--- config.mk ---
export PLATFORM = sky130hd
export DESIGN_NAME = dsp_dot_sequencer
export DESIGN_NICKNAME = d
export VERILOG_FILES = /design/src/rtl/dsp_dot_sequencer.sv
export SDC_FILE = /design/constraint.sdc
export NUM_CORES = 1
export LEC_CHECK = 0
export CORE_ASPECT_RATIO = 0.7
export CORE_UTILIZATION = 40
export DETAILED_ROUTE_END_ITERATION = 7
export PLACE_DENSITY = 0.8
export SYNTH_ARGS = -nofsm -noshare
export SYNTH_HDL_FRONTEND = slang
export SYNTH_SLANG_ARGS = --single-unit
--- constraint.sdc ---
create_clock -name i_clk -period 5.2 [get_ports i_clk]
set_input_delay 1.04 -clock i_clk [delete_from_list [all_inputs] [get_ports i_clk]]
set_output_delay 1.04 -clock i_clk [all_outputs]
set_load 0.05 [all_outputs]
--- src/rtl/dsp_dot_sequencer.sv ---
// Issue sequencer for a DSP48A1 slice computing a dot product in its post-adder.
// Streams operand pairs into the slice, waits out the pipeline, then returns P.
module dsp_dot_sequencer #(
  parameter int DSP_LAT = 3,
  parameter int CNT_W   = 16
) (
  input  logic             i_clk,
  input  logic             i_rst_n,
  input  logic             i_in_valid,
  output logic             o_in_ready,
  input  logic [17:0]      i_in_a,
  input  logic [17:0]      i_in_b,
  input  logic             i_in_last,
  output logic [17:0]      o_dsp_a,
  output logic [17:0]      o_dsp_b,
  output logic [17:0]      o_dsp_d,
  output logic [47:0]      o_dsp_c,
  output logic [7:0]       o_dsp_opmode,
  output logic             o_dsp_ce,
  output logic             o_dsp_rst,
  input  logic [47:0]      i_dsp_p,
  output logic             o_out_valid,
  input  logic             i_out_ready,
  output logic [47:0]      o_out_result,
  output logic [CNT_W-1:0] o_out_count
);

  localparam int DW = $clog2(DSP_LAT + 2);

  typedef enum logic [1:0] {
    S_IDLE  = 2'd0,
    S_ACC   = 2'd1,
    S_DRAIN = 2'd2,
    S_HOLD  = 2'd3
  } state_t;

  state_t           r_state;
  state_t           w_state_nxt;

  logic             r_in_ready;
  logic [17:0]      r_dsp_a;
  logic [17:0]      r_dsp_b;
  logic [7:0]       r_slot_op;
  logic [7:0]       r_dsp_opmode;
  logic             r_dsp_ce;
  logic             r_dsp_rst;
  logic [DW-1:0]    r_drain_cnt;
  logic [CNT_W-1:0] r_count;
  logic             r_out_valid;
  logic [47:0]      r_out_result;
  logic [CNT_W-1:0] r_out_count;

  logic             w_accept;
  logic             w_drain_done;
  logic             w_in_ready_nxt;
  logic [7:0]       w_slot_op_nxt;
  logic [DW-1:0]    w_drain_cnt_nxt;
  logic [CNT_W-1:0] w_count_nxt;
  logic             w_out_valid_nxt;
  logic [47:0]      w_out_result_nxt;
  logic [CNT_W-1:0] w_out_count_nxt;

  function automatic logic [CNT_W-1:0] sat_inc(input logic [CNT_W-1:0] v);
    if (v == {CNT_W{1'b1}}) begin
      sat_inc = v;
    end else begin
      sat_inc = v + {{(CNT_W-1){1'b0}}, 1'b1};
    end
  endfunction

  assign w_accept     = i_in_valid & r_in_ready;
  assign w_drain_done = (r_state == S_DRAIN) && (r_drain_cnt == DW'(DSP_LAT));

  // State register
  always_ff @(posedge i_clk or negedge i_rst_n) begin
    if (!i_rst_n) begin
      r_state <= S_IDLE;
    end else begin
      r_state <= w_state_nxt;
    end
  end

  // Next-state decode
  always_comb begin
    w_state_nxt = r_state;
    case (r_state)
      S_IDLE: begin
        if (w_accept) begin
          w_state_nxt = i_in_last ? S_DRAIN : S_ACC;
        end else begin
          w_state_nxt = S_IDLE;
        end
      end
      S_ACC: begin
        if (w_accept && i_in_last) begin
          w_state_nxt = S_DRAIN;
        end else begin
          w_state_nxt = S_ACC;
        end
      end
      S_DRAIN: begin
        if (w_drain_done) begin
          w_state_nxt = S_HOLD;
        end else begin
          w_state_nxt = S_DRAIN;
        end
      end
      S_HOLD: begin
        if (r_out_valid && i_out_ready) begin
          w_state_nxt = S_IDLE;
        end else begin
          w_state_nxt = S_HOLD;
        end
      end
      default: w_state_nxt = S_IDLE;
    endcase
  end

  // Next values for the registered outputs and bookkeeping
  always_comb begin
    w_in_ready_nxt   = (w_state_nxt == S_IDLE) || (w_state_nxt == S_ACC);
    w_count_nxt      = r_count;
    w_drain_cnt_nxt  = {DW{1'b0}};
    w_out_valid_nxt  = r_out_valid;
    w_out_result_nxt = r_out_result;
    w_out_count_nxt  = r_out_count;
    // Any slot issued while IDLE restarts the sum; every other slot accumulates.
    if (r_state == S_IDLE) begin
      w_slot_op_nxt = 8'h01;
    end else begin
      w_slot_op_nxt = 8'h09;
    end
    case (r_state)
      S_IDLE: begin
        if (w_accept) begin
          w_count_nxt = {{(CNT_W-1){1'b0}}, 1'b1};
        end else begin
          w_count_nxt = r_count;
        end
      end
      S_ACC: begin
        if (w_accept) begin
          w_count_nxt = sat_inc(r_count);
        end else begin
          w_count_nxt = r_count;
        end
      end
      S_DRAIN: begin
        if (w_drain_done) begin
          w_out_valid_nxt  = 1'b1;
          w_out_result_nxt = i_dsp_p;
          w_out_count_nxt  = r_count;
        end else begin
          w_drain_cnt_nxt  = r_drain_cnt + DW'(1);
        end
      end
      S_HOLD: begin
        if (r_out_valid && i_out_ready) begin
          w_out_valid_nxt = 1'b0;
        end else begin
          w_out_valid_nxt = r_out_valid;
        end
      end
      default: begin
        w_count_nxt = r_count;
      end
    endcase
  end

  // Registered slice drive, result capture and counters
  always_ff @(posedge i_clk or negedge i_rst_n) begin
    if (!i_rst_n) begin
      r_in_ready   <= 1'b0;
      r_dsp_a      <= 18'd0;
      r_dsp_b      <= 18'd0;
      r_slot_op    <= 8'h00;
      r_dsp_opmode <= 8'h00;
      r_dsp_ce     <= 1'b0;
      r_dsp_rst    <= 1'b1;
      r_drain_cnt  <= {DW{1'b0}};
      r_count      <= {CNT_W{1'b0}};
      r_out_valid  <= 1'b0;
      r_out_result <= 48'd0;
      r_out_count  <= {CNT_W{1'b0}};
    end else begin
      r_in_ready   <= w_in_ready_nxt;
      r_dsp_a      <= w_accept ? i_in_a : 18'd0;
      r_dsp_b      <= w_accept ? i_in_b : 18'd0;
      // Opmode trails its operands by one edge to meet the slice's M stage.
      r_slot_op    <= w_slot_op_nxt;
      r_dsp_opmode <= r_slot_op;
      r_dsp_ce     <= 1'b1;
      r_dsp_rst    <= 1'b0;
      r_drain_cnt  <= w_drain_cnt_nxt;
      r_count      <= w_count_nxt;
      r_out_valid  <= w_out_valid_nxt;
      r_out_result <= w_out_result_nxt;
      r_out_count  <= w_out_count_nxt;
    end
  end

  assign o_in_ready   = r_in_ready;
  assign o_dsp_a      = r_dsp_a;
  assign o_dsp_b      = r_dsp_b;
  assign o_dsp_d      = 18'd0;
  assign o_dsp_c      = 48'd0;
  assign o_dsp_opmode = r_dsp_opmode;
  assign o_dsp_ce     = r_dsp_ce;
  assign o_dsp_rst    = r_dsp_rst;
  assign o_out_valid  = r_out_valid;
  assign o_out_result = r_out_result;
  assign o_out_count  = r_out_count;

endmodule

# ---- Yosys cells after proc, flatten, opt, wreduce, memory -nomap -nowiden
# Index checks and enable logic that the tools add are counted.
dict set report totals {
  ff_bits 133
  latchBits 0
  mem_bits_rw 0
  rom_bits 0
  input_bits 89
  wordCells 56
  n_memories 0
}
dict set report op_classes {
  add_sub_neg 2
  n_mul 0
  div_mod_pow 0
  n_lt_le_gt_ge 0
  n_eq_ne 11
  n_shift 0
  n_mux 18
  bitwise 1
  reduce_logical 11
}
# operator count
set ops {}
lappend ops {{16-bit 2-to-1 mux} 3}
lappend ops {{18-bit 2-to-1 mux} 2}
lappend ops {{16-bit case mux with 2 select lines} 1}
lappend ops {{16-bit by 1-bit adder with 16-bit output, second input constant} 1}
lappend ops {{16-bit == test, second input constant} 1}
lappend ops {{2-bit != test, second input constant} 5}
lappend ops {{2-bit 2-to-1 mux} 4}
lappend ops {{2-bit case mux with 4 select lines} 1}
lappend ops {{3-bit 2-to-1 mux} 2}
lappend ops {{2-bit by 1-bit == test with 1-bit output, second input constant} 2}
lappend ops {{2-bit == test, second input constant} 2}
lappend ops {{2-bit logical NOT} 2}
lappend ops {{4-bit 2-to-1 mux} 1}
lappend ops {{4-bit AND reduction} 1}
lappend ops {{2-bit nonzero test} 2}
lappend ops {{3-bit by 1-bit adder with 3-bit output, second input constant} 1}
lappend ops {{3-bit by 2-bit == test with 1-bit output, second input constant} 1}
lappend ops {{1-bit logical AND} 3}
lappend ops {{1-bit 2-to-1 mux} 3}
lappend ops {{3-bit AND reduction} 1}
lappend ops {{1-bit case mux with 2 select lines} 1}
lappend ops {{2-bit AND reduction} 1}
lappend ops {{1-bit bitwise AND} 1}
lappend ops {{1-bit logical OR} 1}

# ---- Depth between registers and ports, before layout
# Gate-level depths: netlist of run 1.
dict set report logic_depth {
  depth_word 6
  ltp_mapped 8
  depth_no_buf 6
}

# ---- Least setup slack after synthesis of run 1
# No wires, ideal clock.
dict set report synth_timing {
  path_kind {in2reg}
  start {in i_in_valid}
  end {reg r_count[9]}
  arrival_ps 1934
  required_ps 5065
  path_slack_ps 3132
  stages 6
  path_buffers 1
  path_cell_list {nand2_1 nor2_1 o31ai_4 buf_6 o21ai_0 o31ai_1}
}
dict set report synth_via {
  elab_chain_cells 3
  elab_cells_between_ends 4
  classes_between {eq/ne: 2; bitwise: 1; reduce/logical: 1}
}
# item line_no
set synth_lines {}
lappend synth_lines {{from (decl)} 9} ;# input logic i_in_valid,
lappend synth_lines {{1-bit bitwise AND *} 71} ;# assign w_accept = i_in_valid & r_in_ready;
lappend synth_lines {{2-bit != test (no line)} n/a}
lappend synth_lines {{4-bit AND reduction (no line) *} n/a}
lappend synth_lines {{to (signal assigned)} 181} ;# r_count <= {CNT_W{1'b0}};
lappend synth_lines {{to (signal assigned)} 195} ;# r_count <= w_count_nxt;
lappend synth_lines {{to (decl)} 48} ;# logic [CNT_W-1:0] r_count;
# Every way passes the cells marked *; elsewhere a longest branch is shown, timed or not.
# A chain may end at the register's enable or synchronous reset.

# ---- Worst setup path in the final report of run 1
dict set report layout_timing {
  start {reg r_in_ready, in the netlist o_in_ready}
  end {out o_in_ready}
}
# item line_no
set layout_lines {}
lappend layout_lines {{from (decl)} 40} ;# logic r_in_ready;
lappend layout_lines {{from (signal assigned)} 186} ;# r_in_ready <= w_in_ready_nxt;
lappend layout_lines {{to (decl)} 10} ;# output logic o_in_ready,
# No word-level cell between the ends.

==> run_results.csv, run 1 <==
group,metric,value,unit
setup_path,crit_fanout,39,
clock_network,htree_levels,4,
detailed_routing,drt.antenna.violating_nets,0,
floorplan,coreArea,13140,sq um
power_and_ir_drop,swShare,0.4150,
logic_synthesis,synth_enable_flop_cells,0,
detailed_routing,vias,3695,
power_and_ir_drop,leakage,3.623,nW
setup_path,critPathLaunchType,"register",
setup_path,timing.critical_path.arrival,2.32,ns
clock_network,tritoncts_num_sinks,128,
clock_network,postCtsResizedCells,0,
logic_synthesis,ys_top_cells_by_area,"dfrtp_1, mux2_2, buf_4",
layout,stdcell_count,794,
logic_synthesis,synth.lib_cells_used.distinct,41,
clock_network,clock_transition_time_at_the_flip_flop_clock_pins_of_the_worst_setup_and_hold_paths,0.06,ns
layout,fin_util,0.5928,
global_routing,number_of_global_route_vias_before_repair,3680,
setup_path,critPathSlowestCell,"clkdlybuf4s50_1",
power_and_ir_drop,pwr-share-seq,0.316,
power_and_ir_drop,internal-power,2.717,mW
logic_synthesis,post_synth_and_or_nand_nor_area_fraction,0.09286,
detailed_routing,number_of_iterations_in_the_first_detailed_routing_pass,5,
clock_network,holdBufCountCts,0,
logic_synthesis,synth_compound_area_frac,0.04864,
logic_synthesis,yosysSeqAreaShare,0.5960,
timing,clock_skew,0.006157,ns
layout,post_route_cells_drive_above_1_share,0.1720,
logic_synthesis,postSynthCellCount,421,
setup_path,critPathRequiredTime,4.16,ns
logic_synthesis,synth-main-ff-cell,"dfrtp_1",
layout,num-nets-final,706,
logic_synthesis,synth_top_area_cell,"dfrtp_1",
floorplan,die_height,99,microns
detailed_routing,drtIter0Drc,165,
logic_synthesis,ys_ff_latch,128,
setup_path,critPathKind,"reg2out",
place,place_inst,762,
outcome,status,"completed",
place,place.gp.congestion,0.7386,
global_routing,grt_use_total,0.1737,
logic_synthesis,synthMostInstantiatedCell,"dfrtp_1",
clock_network,cts_inserted_buffers,17,
setup_path,cpPeakStageDelay,0.96,ns
logic_synthesis,netlist_top_cells_count,"dfrtp_1, buf_4, mux2_2, and3_1, nor2_1",
layout,diodes,0,
global_routing,grt_max_degree,82,
clock_network,post_cts.repair.setup_buffers,0,
timing,post-route-min-period,3.356,ns
setup_path,crit_path_cell_trace,"clkdlybuf4s50_1",
power_and_ir_drop,ir_drop_worst_vdd,0.3116,mV
timing,timing.final.max_slew_violations,0,
power_and_ir_drop,share_comb_of_total_power,0.423,
floorplan,dieWidth,140.6,microns
layout,area_of_the_multi_input_gates,1799,sq um
timing,highest_clock_rate,298.0,MHz
detailed_routing,wl_per_cell,15.12,microns
logic_synthesis,yosys_warnings,0,
logic_synthesis,synth_top_family_by_area,"multiplexers",
timing,setup_repair_after_global_routing_missed_its_margin,"no",
logic_synthesis,netlist_area,5376,sq um
logic_synthesis,parity_gate_share_of_the_synthesized_area_counting_xor_and_xnor_cells,0,
clock_network,maximum_buffer_depth_of_the_clock_tree,2,
setup_path,dominant_delay_contributor_by_cell_family_on_the_critical_path,"buffers and inverters",
clock_network,cts_root_buf,"clkbuf_16",
floorplan,row_count,35,
logic_synthesis,synth-adder-area-share,0.004654,
timing,max_slew.worst_pin.slew,1.034,ns
timing,finalHoldViolations,0,
global_routing,grt.overflow.total,0,
floorplan,starting_density_of_the_core,0.4092,
timing,setup_viol,0,
run,cap_viol_max_count,0,
logic_synthesis,synth_top_area_frac,0.5911,
timing,final.setup.tns,0,ns
logic_synthesis,muxShareOfSynthArea,0.1359,
detailed_routing,drc_errors,0,
detailed_routing,wirelength,12010,microns
place,place_hpwl,8427,microns
clock_network,clkLatencyLatePin,0.41,ns
floorplan,full_die_area,13920,sq um
layout,synthToLayoutAreaGrowth,44.85,%
min_path,hold_class,"reg2reg",
power_and_ir_drop,netSwitchingPower,1.927,mW
global_routing,grt_pass1_wl,18550,microns
layout,register_area,3204,sq um
detailed_routing,routed_via_density,4.654,
setup_path,worst-r2r-setup-slack,2.80,ns
timing,max_slew_margin,0.3083,
floorplan,num_io_pins,267,
clock_network,tritoncts_clock_tree,"done",
setup_path,critPathCaptureType,"output port",
layout,layout.filler_cells,1031,
power_and_ir_drop,relative_contribution_of_the_clock_network_to_total_power,0.261,
logic_synthesis,syn-mean-instance-area,12.77,sq um
timing,finalCritPeriodShare,0.6454,
power_and_ir_drop,power_density,596.3,nW/um^2
place,buffer_ports.inserted,194,
setup_path,critPathBufInv,1,
global_routing,grt_antenna_before_repair,0,
logic_synthesis,ys_async_sr_fraction,1.000,
## layout make-up
type / count / share of cell area
well taps: 166 / 0.02667
flip-flops and latches: 128 / 0.4115
inverters: 3 / 0.001446
multi-input cells: 269 / 0.2310
clock buffers: 17 / 0.05463
clock inverters: 15 / 0.02330
repair buffers: 196 / 0.2514
## placed cells by master (no fill, tap or decap), types with 3 or more instances in the layout
cell	netlist	layout
nand3_1	8	8
a31oi_1	4	4
nor3_1	3	3
nand2_1	12	12
nand4_1	3	3
clkinv_4	0	3
bufinv_16	0	3
inv_6	0	4
a21oi_1	5	5
clkdlybuf4s50_1	0	193
conb_1	2	74
dfrtp_1	127	127
nor2_1	15	15
clkinv_2	0	3
inv_1	3	3
nand2b_1	3	3
and3_1	37	37
mux2_2	64	64
clkbuf_16	0	17
o21ai_0	13	13
o31ai_1	5	5
## sequential cells by signal, summed over array words and instances, names as in the netlist
| signal | count |
|---|---|
| o_out_result | 48 |
| r_state | 2 |
| r_slot_op | 2 |
| o_dsp_rst | 1 |
| o_dsp_a | 18 |
| o_in_ready | 1 |
| r_count | 16 |
| o_out_valid | 1 |
| o_dsp_b | 18 |
| o_dsp_opmode | 2 |
| r_drain_cnt | 3 |
| o_out_count | 16 |
## routing by layer
layer / up-vias / global-route usage / routed length [microns] / part of all wire
met3: 23 / 0.05539 / 736 / 0.061
met4: 0 / 0.07860 / 221 / 0.018
met2: 129 / 0.2927 / 6165 / 0.51
li1: 1695 / - / - / -
met1: 1848 / 0.2047 / 4886 / 0.41
met5: - / 0 / 0 / 0
## worst paths after layout
check                        startpoint              end  depth (start not counted)
setup / recovery             o_in_ready       o_in_ready                          1
hold / removal             r_slot_op[3]  o_dsp_opmode[3]                          0
setup reg to reg             r_count[0]       r_count[6]                          6
hold reg to reg            r_slot_op[3]  o_dsp_opmode[3]                          0
max in group asynchronous       i_rst_n  o_out_result[7]                          2
min in group asynchronous       i_rst_n       r_count[6]                          1
## per-stage QoR
step / hold slack (ns) / power, mW / instance area, sq um / setup slack, ns
after floorplan: 0.3312 / 2.805 / 5647 / 3.132
after global placement: 0.3395 / 3.395 / 7181 / 1.853
after detailed placement: 0.3545 / 3.447 / 7181 / 1.612
after CTS: 0.3677 / 4.689 / 7787 / 1.857
after global routing: 0.3846 / 4.826 / 7787 / 1.699
final: 0.3729 / 4.644 / 7787 / 1.844
## power groups by stage
stage | logic [mW] | clock network (mW) | registers [mW]
2_1_floorplan | 0.524 | 0 | 2.28
3_3_place_gp | 1.94 | 0 | 1.46
3_5_place_dp | 1.97 | 0 | 1.48
4_1_cts | 1.98 | 1.24 | 1.47
5_1_grt | 2.04 | 1.28 | 1.51
6_report | 1.97 | 1.21 | 1.47
## logic make-up after synthesis
logic type,Yosys count
AO/OA/AOI/OAI,37
adder cells (fa/ha/maj),2
buffers and inverters,96
flip-flops,128
multiplexers,65
other,2
AND/OR/NAND/NOR,91
Power figures use the tool's default switching activity.
==> run 2: changes to the inputs <==
--- a/config.mk
+++ b/config.mk
@@ -6,9 +6,9 @@
 export NUM_CORES = 1
 export LEC_CHECK = 0
 export CORE_ASPECT_RATIO = 0.7
-export CORE_UTILIZATION = 40
+export CORE_UTILIZATION = 37
 export DETAILED_ROUTE_END_ITERATION = 7
-export PLACE_DENSITY = 0.8
+export PLACE_DENSITY = 0.78
 export SYNTH_ARGS = -nofsm -noshare
 export SYNTH_HDL_FRONTEND = slang
 export SYNTH_SLANG_ARGS = --single-unit
==> constraint.sdc (replaced) <==
create_clock -name i_clk -period 3.04 [get_ports i_clk]
set_input_delay 0.608 -clock i_clk [delete_from_list [all_inputs] [get_ports i_clk]]
set_output_delay 0.608 -clock i_clk [all_outputs]
set_load 0.05 [all_outputs]
==> run 2 against run 1 <==
  * Combinational power rose by 74%
  * Cell count increased by 3.5%
  * Wire length increased by 2.0%
  * Sequential share of layout area fell by 0.42 points
  * Clock skew grew 0.0042 ns
  * Register-to-register slack worse by 2.1 ns
  * Global-route usage shrank 0.56 points
  * Via count decreased by 0.38%
  * Largest power group unchanged
  * Non-clock buffer count rose by 4
  * Power rose by 72%
  * Largest cell class unchanged
==> run_results.csv, run 2 (same netlist as run 1, synthesis figures left out) <==
group,metric,value,unit
setup_path,crit_fanout,39,
global_routing,grt_antenna_before_repair,0,
min_path,hold_class,"in2async",
clock_network,tritoncts_clock_tree,"done",
global_routing,grt_max_degree,65,
layout,post_route_cells_drive_above_1_share,0.1772,
timing,max_slew_margin,0.5616,
timing,timing.final.max_slew_violations,0,
outcome,status,"completed",
timing,setup_repair_after_global_routing_missed_its_margin,"no",
layout,diodes,0,
layout,fin_util,0.5598,
layout,layout_common_cells,"clkdlybuf4s50_1, dfrtp_1, conb_1, mux2_2, and3_1",
layout,layout_commonest_cell,"clkdlybuf4s50_1",
clock_network,cts_inserted_buffers,17,
global_routing,grt_pass1_wl,19490,microns
clock_network,maximum_buffer_depth_of_the_clock_tree,2,
timing,post-route-min-period,2.495,ns
run,cap_viol_max_count,0,
global_routing,grt.overflow.total,0,
global_routing,number_of_global_route_vias_before_repair,3824,
floorplan,starting_density_of_the_core,0.3826,
detailed_routing,drc_errors,0,
detailed_routing,number_of_iterations_in_the_first_detailed_routing_pass,6,
setup_path,critPathCaptureType,"output port",
place,place.gp.congestion,0.8200,
clock_network,tritoncts_num_sinks,128,
place,place_area,7249,sq um
global_routing,grt_use_total,0.1682,
place,place_hpwl,8860,microns
detailed_routing,drtIter0Drc,205,
timing,layout_setup_ws,0.5447,ns
clock_network,htree_levels,4,
clock_network,postCtsResizedCells,0,
timing,clock_skew,0.01036,ns
setup_path,critPathLaunchType,"register",
floorplan,coreArea,14050,sq um
timing,setup_viol,0,
layout,stdcell_count,822,
detailed_routing,routed_via_density,4.478,
timing,highest_clock_rate,400.7,MHz
timing,finalHoldViolations,0,
floorplan,full_die_area,15020,sq um
timing,finalCritPeriodShare,0.8208,
clock_network,clkLatencyLatePin,0.41,ns
setup_path,timing.critical_path.arrival,1.89,ns
clock_network,clock_transition_time_at_the_flip_flop_clock_pins_of_the_worst_setup_and_hold_paths,0.06,ns
layout,synthToLayoutAreaGrowth,46.33,%
setup_path,critPathKind,"reg2out",
power_and_ir_drop,leakage,3.646,nW
power_and_ir_drop,ir_drop_worst_vdd,0.7539,mV
layout,largest_reg_flops,48,
timing,max_slew.worst_pin.slew,0.6577,ns
power_and_ir_drop,power_total,7.973,mW
detailed_routing,drt.antenna.violating_nets,0,
floorplan,die_height,102.9,microns
timing,final.setup.tns,0,ns
layout,num-nets-final,710,
place,buffer_ports.inserted,194,
detailed_routing,wirelength,12250,microns
setup_path,critPathRequiredTime,2.43,ns
clock_network,post_cts.repair.setup_buffers,0,
timing,hold-worst-slack,0.1941,ns
clock_network,cts_root_buf,"clkbuf_16",
detailed_routing,wl_per_cell,14.90,microns
floorplan,num_io_pins,267,
layout,post-route-cell-area,7868,sq um
place,place_inst,790,
place,place_worst_setup_slack,0.6215,ns
floorplan,dieWidth,146.1,microns
power_and_ir_drop,power_density,1013,nW/um^2
floorplan,row_count,36,
clock_network,holdBufCountCts,0,
detailed_routing,vias,3681,
## run 2: changes by cell type in the layout (fill, tap and decap cells not counted)
| cell | previous run | this run |
|---|---|---|
| buf_12 | 0 | 1 |
| buf_4 | 2 | 6 |
| clkbuf_8 | 0 | 1 |
| clkinvlp_4 | 2 | 3 |
| clkinv_2 | 3 | 1 |
| buf_6 | 1 | 0 |
## run 2: path summary, 6_finish.rpt
check	from	endpoint	slack, ns	depth (start not counted)
max	o_in_ready	o_in_ready	0.54	2
min	i_rst_n	o_dsp_opmode[3]	0.19	1
max reg2reg	r_count[0]	r_count[3]	0.66	6
min reg2reg	r_slot_op[3]	o_dsp_opmode[3]	0.34	0
max in group asynchronous	i_rst_n	r_count[12]	2.10	2
min in group i_clk	r_slot_op[3]	o_dsp_opmode[3]	0.34	0
## run 2: critical path, cell delays in order, from the launching register on
cell and delay, ns:
dfrtp_1 0.32, buf_4 0.29, clkdlybuf4s50_1 0.87
## run 2: layer usage
metal,vias to the layer above,global-route usage,share of wire
met1,1824,0.1980,0.40
met2,137,0.2922,0.52
met4,0,0.07372,0.025
li1,1697,-,-
met3,23,0.04867,0.054
met5,-,0,0
## run 2: final cells by class
| type | instances | area (sq um) |
|---|---|---|
| clock buffer | 18 | 439.2 |
| clock inverter | 14 | 178.9 |
| fill | 1175 | 6186 |
| inverter | 3 | 11.26 |
| multi-input combinational | 269 | 1799 |
| sequential | 128 | 3204 |
| tap | 190 | 237.7 |
| timing repair buffer | 200 | 1997 |
## run 2: power by group
part	switching, mW	total [mW]	internal [mW]
clock network	0.777	2.10	1.32
logic	2.24	3.43	1.19
registers	0.272	2.45	2.17
total	3.29	7.97	4.68
